`config.mk`:
```
export PLATFORM = sky130hd
export DESIGN_NAME = ts_client_arbiter_flat
export DESIGN_NICKNAME = d
export VERILOG_FILES = /design/src/rtl/ts_pkg.sv /design/src/rtl/ts_client_arbiter_if.sv /design/src/rtl/rr_arbiter.sv /design/src/rtl/ts_client_arbiter.sv /design/src/flat_wrapper.sv
export SDC_FILE = /design/constraint.sdc
export NUM_CORES = 1
export LEC_CHECK = 0
export ABC_AREA = 1
export ABC_CLOCK_PERIOD_IN_PS = 11130
export CORE_MARGIN = 5
export CORE_UTILIZATION = 30
export CTS_BUF_LIST = sky130_fd_sc_hd__clkbuf_8
export CTS_CLUSTER_DIAMETER = 40
export DETAILED_ROUTE_END_ITERATION = 10
export PLACE_DENSITY = 0.7
export REMOVE_ABC_BUFFERS = 1
export SYNTH_ARGS = -nofsm -noshare
export SYNTH_HDL_FRONTEND = slang
export SYNTH_SLANG_ARGS = --single-unit
export TNS_END_PERCENT = 1
```
`constraint.sdc`:
```
create_clock -name clk -period 11.13 [get_ports clk]
set_input_delay 2.7825 -clock clk [delete_from_list [all_inputs] [get_ports clk]]
set_output_delay 2.7825 -clock clk [all_outputs]
set_load 0.02 [all_outputs]
```
`src/rtl/ts_pkg.sv`:
```
// Shared definitions for the timestamper client arbiter.
//   ID_W_DEF / TS_W_DEF / N_CLI_DEF : default widths and client count
//   id_t, ts_t, cli_idx_t           : convenience types at the default sizes
//   onehot()                        : index -> one-hot vector (up to MAX_CLI bits)
package ts_pkg;

    localparam int ID_W_DEF  = 4;
    localparam int TS_W_DEF  = 64;
    localparam int N_CLI_DEF = 4;
    localparam int CLI_W_DEF = $clog2(N_CLI_DEF);
    localparam int MAX_CLI   = 32;

    typedef logic [ID_W_DEF-1:0]  id_t;
    typedef logic [TS_W_DEF-1:0]  ts_t;
    typedef logic [CLI_W_DEF-1:0] cli_idx_t;

    function automatic logic [MAX_CLI-1:0] onehot(input logic [4:0] idx);
        return MAX_CLI'(1) << idx;
    endfunction

endpackage

```
`src/rtl/ts_client_arbiter_if.sv`:
```
// Bundle of every client-side and timestamper-side signal of the arbiter.
//   slave  : arbiter view (client requests and timestamper responses in)
//   master : environment view (clients plus timestamper)
interface ts_client_arbiter_if #(
    parameter int N_CLI = ts_pkg::N_CLI_DEF,
    parameter int ID_W  = ts_pkg::ID_W_DEF,
    parameter int TS_W  = ts_pkg::TS_W_DEF
);
    logic [N_CLI-1:0]         cli_start_valid;
    logic [N_CLI-1:0]         cli_start_ready;
    logic [ID_W-1:0]          cli_start_id;
    logic [N_CLI-1:0]         cli_end_valid;
    logic [N_CLI-1:0]         cli_end_ready;
    logic [N_CLI*ID_W-1:0]    cli_end_id;
    logic                     ts_start_valid;
    logic                     ts_start_ready;
    logic [ID_W-1:0]          ts_start_id;
    logic                     ts_end_valid;
    logic                     ts_end_ready;
    logic [ID_W-1:0]          ts_end_id;
    logic                     ts_out_valid;
    logic                     ts_out_ready;
    logic [ID_W-1:0]          ts_out_id;
    logic [TS_W-1:0]          ts_out_ts;
    logic [N_CLI-1:0]         cli_rec_valid;
    logic [N_CLI-1:0]         cli_rec_ready;
    logic [ID_W-1:0]          cli_rec_id;
    logic [TS_W-1:0]          cli_rec_ts;
    logic [ID_W:0]            inflight_cnt;
    logic                     err_bad_end;
    logic [$clog2(N_CLI)-1:0] err_client;

    modport slave (
        input  cli_start_valid, cli_end_valid, cli_end_id, ts_start_ready,
               ts_end_ready, ts_out_valid, ts_out_id, ts_out_ts, cli_rec_ready,
        output cli_start_ready, cli_start_id, cli_end_ready, ts_start_valid,
               ts_start_id, ts_end_valid, ts_end_id, ts_out_ready,
               cli_rec_valid, cli_rec_id, cli_rec_ts, inflight_cnt,
               err_bad_end, err_client
    );

    modport master (
        output cli_start_valid, cli_end_valid, cli_end_id, ts_start_ready,
               ts_end_ready, ts_out_valid, ts_out_id, ts_out_ts, cli_rec_ready,
        input  cli_start_ready, cli_start_id, cli_end_ready, ts_start_valid,
               ts_start_id, ts_end_valid, ts_end_id, ts_out_ready,
               cli_rec_valid, cli_rec_id, cli_rec_ts, inflight_cnt,
               err_bad_end, err_client
    );
endinterface

```
`src/rtl/rr_arbiter.sv`:
```
// Combinational round-robin picker.
//   req       : request vector
//   ptr       : highest-priority index this cycle
//   grant     : first requester at or after ptr, searching cyclically
//   any_grant : at least one request present
module rr_arbiter #(
    parameter int N = 4
) (
    input  logic [N-1:0]         req,
    input  logic [$clog2(N)-1:0] ptr,
    output logic [$clog2(N)-1:0] grant,
    output logic                 any_grant
);
    localparam int W = $clog2(N);

    // Walk offsets from farthest to nearest so the nearest requester wins;
    // N is a power of two, so the W-bit sum wraps cyclically for free.
    always_comb begin
        grant = '0;
        for (int i = N - 1; i >= 0; i--) begin
            if (req[W'(ptr + W'(i))]) grant = W'(ptr + W'(i));
        end
    end

    assign any_grant = |req;
endmodule

```
`src/rtl/ts_client_arbiter.sv`:
```
// Shares one event timestamper among N_CLI clients: allocates IDs from a free
// pool, round-robins start and end requests onto the timestamper channels, and
// steers each finished record back to the client that owns its ID.
//   clk, rst : clock, synchronous active-high reset
//   bus      : client start/end/record channels, timestamper start/end/out
//              channels, inflight_cnt and the bad-end error report
module ts_client_arbiter
    import ts_pkg::*;
#(
    parameter int N_CLI = N_CLI_DEF,
    parameter int ID_W  = ID_W_DEF,
    parameter int TS_W  = TS_W_DEF
) (
    input  logic               clk,
    input  logic               rst,
    ts_client_arbiter_if.slave bus
);
    localparam int CLI_W = $clog2(N_CLI);
    localparam int DEPTH = 2 ** ID_W;

    logic [DEPTH-1:0] free_q;
    logic [CLI_W-1:0] owner_q [DEPTH];
    logic [CLI_W-1:0] start_ptr_q;
    logic [CLI_W-1:0] end_ptr_q;
    logic [ID_W:0]    inflight_q;
    logic             err_bad_end_q;
    logic [CLI_W-1:0] err_client_q;

    logic [CLI_W-1:0] start_grant, end_grant, rec_owner;
    logic             start_any, end_any;
    logic [ID_W-1:0]  start_id, end_id;
    logic             start_fire, end_legal, end_hs, bad_end, rec_hs;
    logic [TS_W-1:0]  rec_ts;

    function automatic logic [ID_W-1:0] lowest_free(input logic [DEPTH-1:0] f);
        lowest_free = '0;
        for (int i = DEPTH - 1; i >= 0; i--) begin
            if (f[i]) lowest_free = ID_W'(i);
        end
    endfunction

    rr_arbiter #(.N(N_CLI)) u_start_arb (
        .req       (bus.cli_start_valid),
        .ptr       (start_ptr_q),
        .grant     (start_grant),
        .any_grant (start_any)
    );

    rr_arbiter #(.N(N_CLI)) u_end_arb (
        .req       (bus.cli_end_valid),
        .ptr       (end_ptr_q),
        .grant     (end_grant),
        .any_grant (end_any)
    );

    // Start path: valid is independent of ts_start_ready.
    assign start_id            = lowest_free(free_q);
    assign bus.ts_start_valid  = !rst && start_any && (|free_q);
    assign bus.ts_start_id     = start_id;
    assign bus.cli_start_id    = start_id;
    assign start_fire          = bus.ts_start_valid && bus.ts_start_ready;
    assign bus.cli_start_ready = start_fire ? N_CLI'(onehot(5'(start_grant))) : '0;

    // End path: only the owner of an allocated ID may end it; anything else
    // is consumed here and reported instead of reaching the timestamper.
    assign end_id            = bus.cli_end_id[int'(end_grant) * ID_W +: ID_W];
    assign end_legal         = !free_q[end_id] && (owner_q[end_id] == end_grant);
    assign bus.ts_end_valid  = !rst && end_any && end_legal;
    assign bus.ts_end_id     = end_id;
    assign end_hs            = !rst && end_any && (!end_legal || bus.ts_end_ready);
    assign bad_end           = !rst && end_any && !end_legal;
    assign bus.cli_end_ready = end_hs ? N_CLI'(onehot(5'(end_grant))) : '0;

    // Record path: the ID stays owned until its record is delivered.
    assign rec_owner         = owner_q[bus.ts_out_id];
    assign bus.cli_rec_valid = (!rst && bus.ts_out_valid) ? N_CLI'(onehot(5'(rec_owner))) : '0;
    assign bus.ts_out_ready  = bus.cli_rec_ready[rec_owner];
    assign rec_hs            = !rst && bus.ts_out_valid && bus.ts_out_ready;
    assign bus.cli_rec_id    = bus.ts_out_id;
    assign rec_ts            = bus.ts_out_ts;
    assign bus.cli_rec_ts    = rec_ts;

    assign bus.inflight_cnt = inflight_q;
    assign bus.err_bad_end  = err_bad_end_q;
    assign bus.err_client   = err_client_q;

    always_ff @(posedge clk) begin
        if (rst) begin
            free_q        <= '1;
            start_ptr_q   <= '0;
            end_ptr_q     <= '0;
            inflight_q    <= '0;
            err_bad_end_q <= 1'b0;
            err_client_q  <= '0;
        end else begin
            // Allocation sees the pre-edge pool; a freed ID is reusable next cycle.
            free_q <= (free_q & ~(start_fire ? DEPTH'(1) << start_id : '0))
                    | (rec_hs ? DEPTH'(1) << bus.ts_out_id : '0);
            if (start_fire) start_ptr_q <= start_grant + 1'b1;
            if (end_hs)     end_ptr_q   <= end_grant + 1'b1;
            inflight_q    <= inflight_q + (ID_W+1)'(start_fire) - (ID_W+1)'(rec_hs);
            err_bad_end_q <= bad_end;
            if (bad_end) err_client_q <= end_grant;
        end
    end

    // Ownership is data: only meaningful while the matching free bit is clear.
    always_ff @(posedge clk) begin
        if (start_fire) owner_q[start_id] <= start_grant;
    end

    always_ff @(posedge clk) begin
        if (!rst) begin
            assert (inflight_q == (ID_W+1)'(DEPTH - $countones(free_q)));
            assert (!(bus.ts_out_valid && free_q[bus.ts_out_id]));
            assert (!(bus.ts_start_valid && bus.ts_end_valid &&
                      bus.ts_start_id == bus.ts_end_id));
        end
    end
endmodule

```
`src/flat_wrapper.sv`:
```
// flat-port wrapper written by rule: the top's interface ports become plain ports
module ts_client_arbiter_flat import ts_pkg::*;
#(
    parameter int N_CLI = N_CLI_DEF,
    parameter int ID_W  = ID_W_DEF,
    parameter int TS_W  = TS_W_DEF
)
  (clk, rst, bus_cli_start_valid, bus_cli_end_valid, bus_cli_end_id, bus_ts_start_ready, bus_ts_end_ready, bus_ts_out_valid, bus_ts_out_id, bus_ts_out_ts, bus_cli_rec_ready, bus_cli_start_ready, bus_cli_start_id, bus_cli_end_ready, bus_ts_start_valid, bus_ts_start_id, bus_ts_end_valid, bus_ts_end_id, bus_ts_out_ready, bus_cli_rec_valid, bus_cli_rec_id, bus_cli_rec_ts, bus_inflight_cnt, bus_err_bad_end, bus_err_client);
  ts_client_arbiter_if #(.N_CLI(N_CLI), .ID_W(ID_W), .TS_W(TS_W)) bus_i ();
  input  logic clk;
  input  logic rst;
  input wire logic [$bits(bus_i.cli_start_valid)-1:0] bus_cli_start_valid;
  input wire logic [$bits(bus_i.cli_end_valid)-1:0] bus_cli_end_valid;
  input wire logic [$bits(bus_i.cli_end_id)-1:0] bus_cli_end_id;
  input wire logic [$bits(bus_i.ts_start_ready)-1:0] bus_ts_start_ready;
  input wire logic [$bits(bus_i.ts_end_ready)-1:0] bus_ts_end_ready;
  input wire logic [$bits(bus_i.ts_out_valid)-1:0] bus_ts_out_valid;
  input wire logic [$bits(bus_i.ts_out_id)-1:0] bus_ts_out_id;
  input wire logic [$bits(bus_i.ts_out_ts)-1:0] bus_ts_out_ts;
  input wire logic [$bits(bus_i.cli_rec_ready)-1:0] bus_cli_rec_ready;
  output wire logic [$bits(bus_i.cli_start_ready)-1:0] bus_cli_start_ready;
  output wire logic [$bits(bus_i.cli_start_id)-1:0] bus_cli_start_id;
  output wire logic [$bits(bus_i.cli_end_ready)-1:0] bus_cli_end_ready;
  output wire logic [$bits(bus_i.ts_start_valid)-1:0] bus_ts_start_valid;
  output wire logic [$bits(bus_i.ts_start_id)-1:0] bus_ts_start_id;
  output wire logic [$bits(bus_i.ts_end_valid)-1:0] bus_ts_end_valid;
  output wire logic [$bits(bus_i.ts_end_id)-1:0] bus_ts_end_id;
  output wire logic [$bits(bus_i.ts_out_ready)-1:0] bus_ts_out_ready;
  output wire logic [$bits(bus_i.cli_rec_valid)-1:0] bus_cli_rec_valid;
  output wire logic [$bits(bus_i.cli_rec_id)-1:0] bus_cli_rec_id;
  output wire logic [$bits(bus_i.cli_rec_ts)-1:0] bus_cli_rec_ts;
  output wire logic [$bits(bus_i.inflight_cnt)-1:0] bus_inflight_cnt;
  output wire logic [$bits(bus_i.err_bad_end)-1:0] bus_err_bad_end;
  output wire logic [$bits(bus_i.err_client)-1:0] bus_err_client;
  assign bus_i.cli_start_valid = bus_cli_start_valid;
  assign bus_i.cli_end_valid = bus_cli_end_valid;
  assign bus_i.cli_end_id = bus_cli_end_id;
  assign bus_i.ts_start_ready = bus_ts_start_ready;
  assign bus_i.ts_end_ready = bus_ts_end_ready;
  assign bus_i.ts_out_valid = bus_ts_out_valid;
  assign bus_i.ts_out_id = bus_ts_out_id;
  assign bus_i.ts_out_ts = bus_ts_out_ts;
  assign bus_i.cli_rec_ready = bus_cli_rec_ready;
  assign bus_cli_start_ready = bus_i.cli_start_ready;
  assign bus_cli_start_id = bus_i.cli_start_id;
  assign bus_cli_end_ready = bus_i.cli_end_ready;
  assign bus_ts_start_valid = bus_i.ts_start_valid;
  assign bus_ts_start_id = bus_i.ts_start_id;
  assign bus_ts_end_valid = bus_i.ts_end_valid;
  assign bus_ts_end_id = bus_i.ts_end_id;
  assign bus_ts_out_ready = bus_i.ts_out_ready;
  assign bus_cli_rec_valid = bus_i.cli_rec_valid;
  assign bus_cli_rec_id = bus_i.cli_rec_id;
  assign bus_cli_rec_ts = bus_i.cli_rec_ts;
  assign bus_inflight_cnt = bus_i.inflight_cnt;
  assign bus_err_bad_end = bus_i.err_bad_end;
  assign bus_err_client = bus_i.err_client;
  ts_client_arbiter #(.N_CLI(N_CLI), .ID_W(ID_W), .TS_W(TS_W)) u_core (.clk(clk), .rst(rst), .bus(bus_i));
endmodule
```
Yosys cells after proc, flatten, opt, wreduce, memory -nomap -nowiden
Memories as Yosys holds them, arrays and structs flattened.
Index checks and enable logic that the tools add are counted.
{"block": "totals", "register_bits": 28, "mem_bits_rw": 32, "in_bits": 101, "output_inout_bits": 103, "elab_cells": 105, "mem_count": 1}
{"memory": "u_core.owner_q", "words": 16, "width": 2, "rd": 2, "rd_ports_with_merged_regs": 0, "write_ports": 1, "line": "ts_client_arbiter.sv:22", "rtl": "logic [CLI_W-1:0] owner_q [DEPTH];"}
{"block": "classes", "add_sub_neg": 10, "magnitude_cmp": 10, "eq_ne": 1, "shifts": 6, "n_mux": 51, "bitwise": 3, "n_reduce_logical": 17}
{"op": "4-bit 2-to-1 mux", "count": 19}
{"op": "16-bit 2-to-1 mux", "count": 2}
{"op": "1-bit by 4-bit << shifter with 16-bit output (first input constant)", "count": 2}
{"op": "2-bit by 3-bit less-than comparator with 1-bit output (second input constant)", "count": 9}
{"op": "1-bit binary-select mux with 2-bit select", "count": 9}
{"op": "16-bit bitwise AND", "count": 1}
{"op": "2-bit 2-to-1 mux", "count": 8}
{"op": "16-bit NOT", "count": 1}
{"op": "16-bit bitwise OR", "count": 1}
{"op": "16-bit OR reduction", "count": 1}
{"op": "16-bit by 5-bit indexed part select with 4-bit output", "count": 1}
{"op": "1-bit 2-to-1 mux", "count": 12}
{"op": "1-bit by 2-bit << shifter with 4-bit output (first input constant)", "count": 3}
{"op": "1-bit logical AND", "count": 10}
{"op": "2-bit by 1-bit adder with 2-bit output (second input constant)", "count": 4}
{"op": "2-bit adder (second input constant)", "count": 4}
{"op": "4-bit OR reduction", "count": 2}
{"op": "5-bit by 1-bit adder with 5-bit output", "count": 1}
{"op": "4-bit by 5-bit less-than comparator with 1-bit output (second input constant)", "count": 1}
{"op": "5-bit by 1-bit subtractor with 5-bit output", "count": 1}
{"op": "1-bit binary-select mux with 4-bit select", "count": 1}
{"op": "1-bit logical NOT", "count": 3}
{"op": "2-bit == test", "count": 1}
{"op": "1-bit logical OR", "count": 1}

Longest topological paths before layout
{"block": "depth", "ltp_word": 21, "mapped_depth": 26, "mapped_depth_nobuf": 25}

By module
From an unflattened synthesis, not the netlist that was laid out.
{"block": "hier_totals", "cells_unflattened": 680, "area_unflattened_um2": 4715.8}
{"mod": "ts_client_arbiter", "instances": 1, "cells_per_inst": 588, "area_per_inst_um2": 4337.9, "seq_area_each_um2": 1521.5}
{"mod": "rr_arbiter", "instances": 2, "cells_per_inst": 46, "area_per_inst_um2": 188.9, "seq_area_each_um2": 0.0}

Worst setup path before layout
Ideal clock, no wire load.
{"block": "synth_path", "kind": "input port to output port", "startpoint": "in bus_cli_end_valid[1]", "endpoint": "out bus_cli_end_ready[0]", "arrival_ns": 4.940, "required_ns": 8.348, "path_slack_ns": 3.408, "cell_stages": 21, "n_path_buf": 1, "cell_sequence": "inv_1 > nand2_1 > nand3_1 > nand2_1 > nand3_2 > nand2_2 > nand2_4 > nand2_8 > inv_2 > nand2_1 > nand3_1 > and2_1 > clkbuf_1 > inv_1 > nand3_1 > nand2_1 > nor2_1 > nor2_2 > nand3_2 > nand2_2 > nor2_1"}
{"block": "synth_between", "elab_chain_len": 15, "word_cells_on_any_way": 26, "cone_classes": "eq/ne: 1; shift: 2; mux: 15; reduce/logical: 7; memory: 1"}
{"item": "start, declared", "line": "flat_wrapper.sv:13", "rtl": "input wire logic [$bits(bus_i.cli_end_valid)-1:0] bus_cli_end_valid;"}
{"item": "1-bit binary-select mux with 2-bit select", "line": "rr_arbiter.sv:21", "rtl": "if (req[W'(ptr + W'(i))]) grant = W'(ptr + W'(i));"}
{"item": "1-bit 2-to-1 mux (implied by the code)", "line": "rr_arbiter.sv:21"}
{"item": "2-bit 2-to-1 mux (3 in series)", "line": "rr_arbiter.sv:21"}
{"item": "2-bit 2-to-1 mux *", "line": "rr_arbiter.sv:21"}
{"item": "16-bit by 5-bit indexed part select with 4-bit output *", "line": "ts_client_arbiter.sv:66", "rtl": "assign end_id = bus.cli_end_id[int'(end_grant) * ID_W +: ID_W];"}
{"item": "via bus_ts_end_id[3]", "line": "flat_wrapper.sv:27", "rtl": "output wire logic [$bits(bus_i.ts_end_id)-1:0] bus_ts_end_id;"}
{"item": "branches (longest 3 deep; another with memory read 16 x 2 bit)"}
{"item": "1-bit logical AND *", "line": "ts_client_arbiter.sv:67", "rtl": "assign end_legal = !free_q[end_id] && (owner_q[end_id] == end_grant);"}
{"item": "1-bit logical NOT *", "line": "ts_client_arbiter.sv:70", "rtl": "assign end_hs = !rst && end_any && (!end_legal || bus.ts_end_ready);"}
{"item": "1-bit logical OR *", "line": "ts_client_arbiter.sv:70"}
{"item": "1-bit logical AND *", "line": "ts_client_arbiter.sv:70"}
{"item": "4-bit 2-to-1 mux *", "line": "ts_client_arbiter.sv:72", "rtl": "assign bus.cli_end_ready = end_hs ? N_CLI'(onehot(5'(end_grant))) : '0;"}
{"item": "end, declared", "line": "flat_wrapper.sv:23", "rtl": "output wire logic [$bits(bus_i.cli_end_ready)-1:0] bus_cli_end_ready;"}
Mark *: on every way through the listed nets, which the timed path passes. The select of a mux whose other input is x is not followed.

Final worst setup path
{"block": "layout_path", "startpoint": "in bus_cli_end_valid[0]", "endpoint": "out bus_cli_end_ready[3]"}
{"block": "layout_between", "elab_chain_len": 15, "word_cells_on_any_way": 26, "cone_classes": "eq/ne: 1; shift: 2; mux: 15; reduce/logical: 7; memory: 1"}
{"item": "branches (longest 14 deep; another with memory read 16 x 2 bit)"}
{"item": "4-bit 2-to-1 mux *", "line": "ts_client_arbiter.sv:72"}
Every way passes the cells marked *. The select of a mux whose other input is x is not followed.

==> impl_metrics.yaml <==
synth:
  ys_ff_latch: 60
  synthArstFlopShare_pct: 0
  synth-main-ff-cell: "edfxtp_1"
  syn_inst: 632
  synth_edf_count: 32
  synth_area_sq_mm: 0.00469
  avgSynthCellArea_sq_um: 7.42
  ys_seq_area_share_pct: 32.5
  ys_warn_count: 0
  synthDistinctLibCells: 46
sta:
  fin_setup_tns_ns: 0
  maxSlewViolCount: 0
  hold_ws_ns: 0.476
  fin_crit_sh_pct: 80.8
  hold_viol: 0
  setup_viol: 0
  fin_skew_ns: 0.0112
  worst_pin_slew_ns: 0.925
  fin_crit_ns: 9.00
  fmax_mhz: 111
  slew_headroom_pct: 38.2
  rsz0062_at_grt: "false"
global_routing:
  grt_start_max_net_pins: 27
  grt_pass1_wl_microns: 24600
  grt_pass1_vias: 4025
  gr-total-overflow: 0
  gr-usage-all-layers_pct: 18.1
  antenna_found_initial: 0
cts:
  clock-root-buffer: "clkbuf_8"
  ctsHoldBuffers: 0
  clk_latency_ns: 0.35
  cts_setup_buffers: 0
  cts_max_path_buffers: 2
  cts_sinks: 60
  htreeDepth: 3
  clk_pin_slew_ns: 0.07
  cts-resized-gates: 0
  cts_tree: "built"
  numCtsBuffers: 9
die:
  fp-row-count: 45
  initial_core_util_pct: 30.7
  design.core.area_sq_mm: 0.0153
  io_pins: 204
  die_y_microns: 135
  dieWidth_microns: 135
  die-area_sq_mm: 0.0182
critical_path:
  path_class: "in2out"
  crit_required_ns: 8.35
  cpMostUsedCell: "nand2_1"
  crit_path_cell_trace: "clkdlybuf4s50_1 -> inv_1 -> nand2_1 -> nand3_1 -> nand2_1 -> nand3_2 -> nand2_2 -> nand2_4 -> nand2_8 -> inv_2 -> nand2_1 -> nand3_1 -> nand2_2 -> nand3_1 -> nand3_1 -> nand3_1 -> nand2_1 -> nand2_1 -> nand2_1 -> nor2_2 -> nand3_2 -> nand2_2 -> nor2_1 -> clkdlybuf4s50_1"
  crit_buf_inv: 4
  cp_max_fo: 18
  slowest_delay_ns: 0.65
  cp_slowest_cell: "clkdlybuf4s50_1"
  startpoint_type: "input port"
  crit_arrival_ns: 6.22
  worstSetupEndpointType: "output pin"
  critPathTopFamily: "simple AND/OR/NAND/NOR gates"
drt:
  final_antenna_net_count: 0
  wl_per_cell_microns: 19.9
  avgViaCountPerCell: 5.05
  drt_iter0_drc: 464
  drc_errors: 0
  first_pass_iters: 5
  num_vias: 4289
  wl_microns: 16900
layout:
  antennaDiodeCount: 0
  syn2layout_area_growth_pct: 11.7
  nets: 748
  fillers: 1607
  final_layout_size_suffix_gt1_share_pct: 8.15
flow_run:
  drv_cap: 0
run_status:
  outcome: "completed"
pwr:
  power_w: 0.00129
  p_leak_nw: 2.20
  power.density_mw_per_mm2: 247
  vdd.ir_drop.worst_mv: 0.160
placement:
  dp_hpwl_microns: 13100
  port_buffers: 75
  place_congestion: 0.895
worst_hold_path:
  holdCritPathClass: "reg2reg"
-- worst min-delay path, delay by kind of cell, from the launching register on --
kind | cells | cell delay (ns)
AOI/OAI and AO/OA | 1 | 0.05
DFF | 1 | 0.31
and+or+nand+nor | 1 | 0.07
-- per-layer routing --
metal | vias up | track usage (%) | wire [microns]
met5 | - | 11.4 | 237
met4 | 6 | 3.36 | 198
met2 | 279 | 23.7 | 6570
li1 | 2034 | - | -
met1 | 1950 | 22.5 | 7060
met3 | 20 | 13.9 | 2830
-- cell families (layout without fill, tap and decap cells) --
group | Yosys count | in the layout | synth area share [%]
AO/OA/AOI/OAI | 83 | 83 | 11.8
XOR/XNOR | 2 | 2 | 0.374
adder cells (fa/ha/maj) | 14 | 14 | 3.90
buffers and inverters | 179 | 185 | 21.6
flip-flops | 60 | 60 | 32.5
multiplexers | 1 | 1 | 0.240
AND/OR/NAND/NOR | 293 | 293 | 29.6
-- cells in the mapped netlist, types with 2 or more instances --
library cell  instances  area [sq um]
nor3_1                7          35.0
ha_1                 13           163
inv_2                 3          11.3
nand2_2              14          87.6
nor4_1                2          12.5
o211ai_2              2          25.0
o21ai_0              19          95.1
xor2_1                2          17.5
buf_6                 6          67.6
nand4_1               3          18.8
a211oi_1              2          15.0
nand3_4               2          35.0
nand3_1              83           415
o41ai_1               2          17.5
nand2_1             111           417
dfxtp_1              28           561
a22oi_1               6          45.0
a21oi_1              16          80.1
o22ai_1               7          43.8
nand2_4               4          45.0
o21ai_1               2          10.0
nand3_2               7          70.1
a31oi_1               4          25.0
o31ai_1               2          15.0
clkbuf_1              5          18.8
nor2_1               55           206
o221ai_1              8          70.1
edfxtp_1             32           961
buf_2                 2          10.0
inv_1                87           327
o211ai_1             10          75.1
buf_4                72           541
-- cell usage in the layout (no fill, tap or decap), types with 2 or more instances in the layout --
cell,n
edfxtp_1,32
nand3_1,83
nor2_1,55
nand2_4,4
o211ai_2,2
o41ai_1,2
nor4_1,2
xor2_1,2
inv_1,89
clkbuf_8,9
clkinv_2,3
clkinv_1,2
o211ai_1,10
nand4_1,3
a31oi_1,4
nand3_2,7
o21ai_1,2
o22ai_1,7
a211oi_1,2
nor3_1,7
clkdlybuf4s50_1,75
a22oi_1,6
nand2_1,111
buf_4,2
nand2_2,14
o31ai_1,2
o21ai_0,19
o221ai_1,8
ha_1,13
nand3_4,2
inv_2,3
dfxtp_1,28
a21oi_1,16
-- metrics by stage --
stage / setup slack, ns / std cells / area (sq um) / util, %
3_5_place_dp: 2.14 / 833 / 5050 / 33.1
6_report: 2.13 / 849 / 5240 / 34.3
2_1_floorplan: 3.47 / 545 / 4020 / -
3_3_place_gp: 2.18 / 833 / 5050 / 33.1
4_1_cts: 2.13 / 849 / 5240 / 34.3
5_1_grt: 1.80 / 849 / 5240 / 34.3
-- cell type report --
cell class	instances	area, sq um	area share [%]
inverters	92	347	6.62
clock inverters	7	60.1	1.15
well taps	211	264	5.04
flip-flops and latches	60	1520	29.1
clock buffers	9	124	2.37
multi-input cells	393	2150	41.1
repair buffers	77	766	14.6
-- path summary, 6_finish.rpt --
| check | start | endpoint | slack [ns] | cells after the start |
|---|---|---|---|---|
| setup / recovery | bus_cli_end_valid[0] | bus_cli_end_ready[3] | 2.13 | 24 |
| hold / removal | u_core.bus.err_client[1]$_SDFFE_PP0P_ | u_core.bus.err_client[1]$_SDFFE_PP0P_ | 0.48 | 2 |
| setup reg to reg | u_core.owner_q[4][1]$_DFFE_PP_ | u_core.bus.inflight_cnt[4]$_SDFF_PP0_ | 7.72 | 20 |
| hold reg to reg | u_core.bus.err_client[1]$_SDFFE_PP0P_ | u_core.bus.err_client[1]$_SDFFE_PP0P_ | 0.48 | 2 |
-- where the power goes --
| part | switching [W] | internal [W] |
|---|---|---|
| Combinational | 0.000541 | 0.000292 |
| Clock | 0.0000862 | 0.000100 |
| Sequential | 0.0000176 | 0.000255 |
-- state kept, by name, summed over array words and instances, names as in the netlist --
signal,cells
u_core.start_ptr_q,2
u_core.end_ptr_q,2
u_core.bus.err_client,2
u_core.bus.inflight_cnt,5
u_core.owner_q,32
u_core.free_q,16
u_core.bus.err_bad_end,1
(Power assumes the default switching activity.)
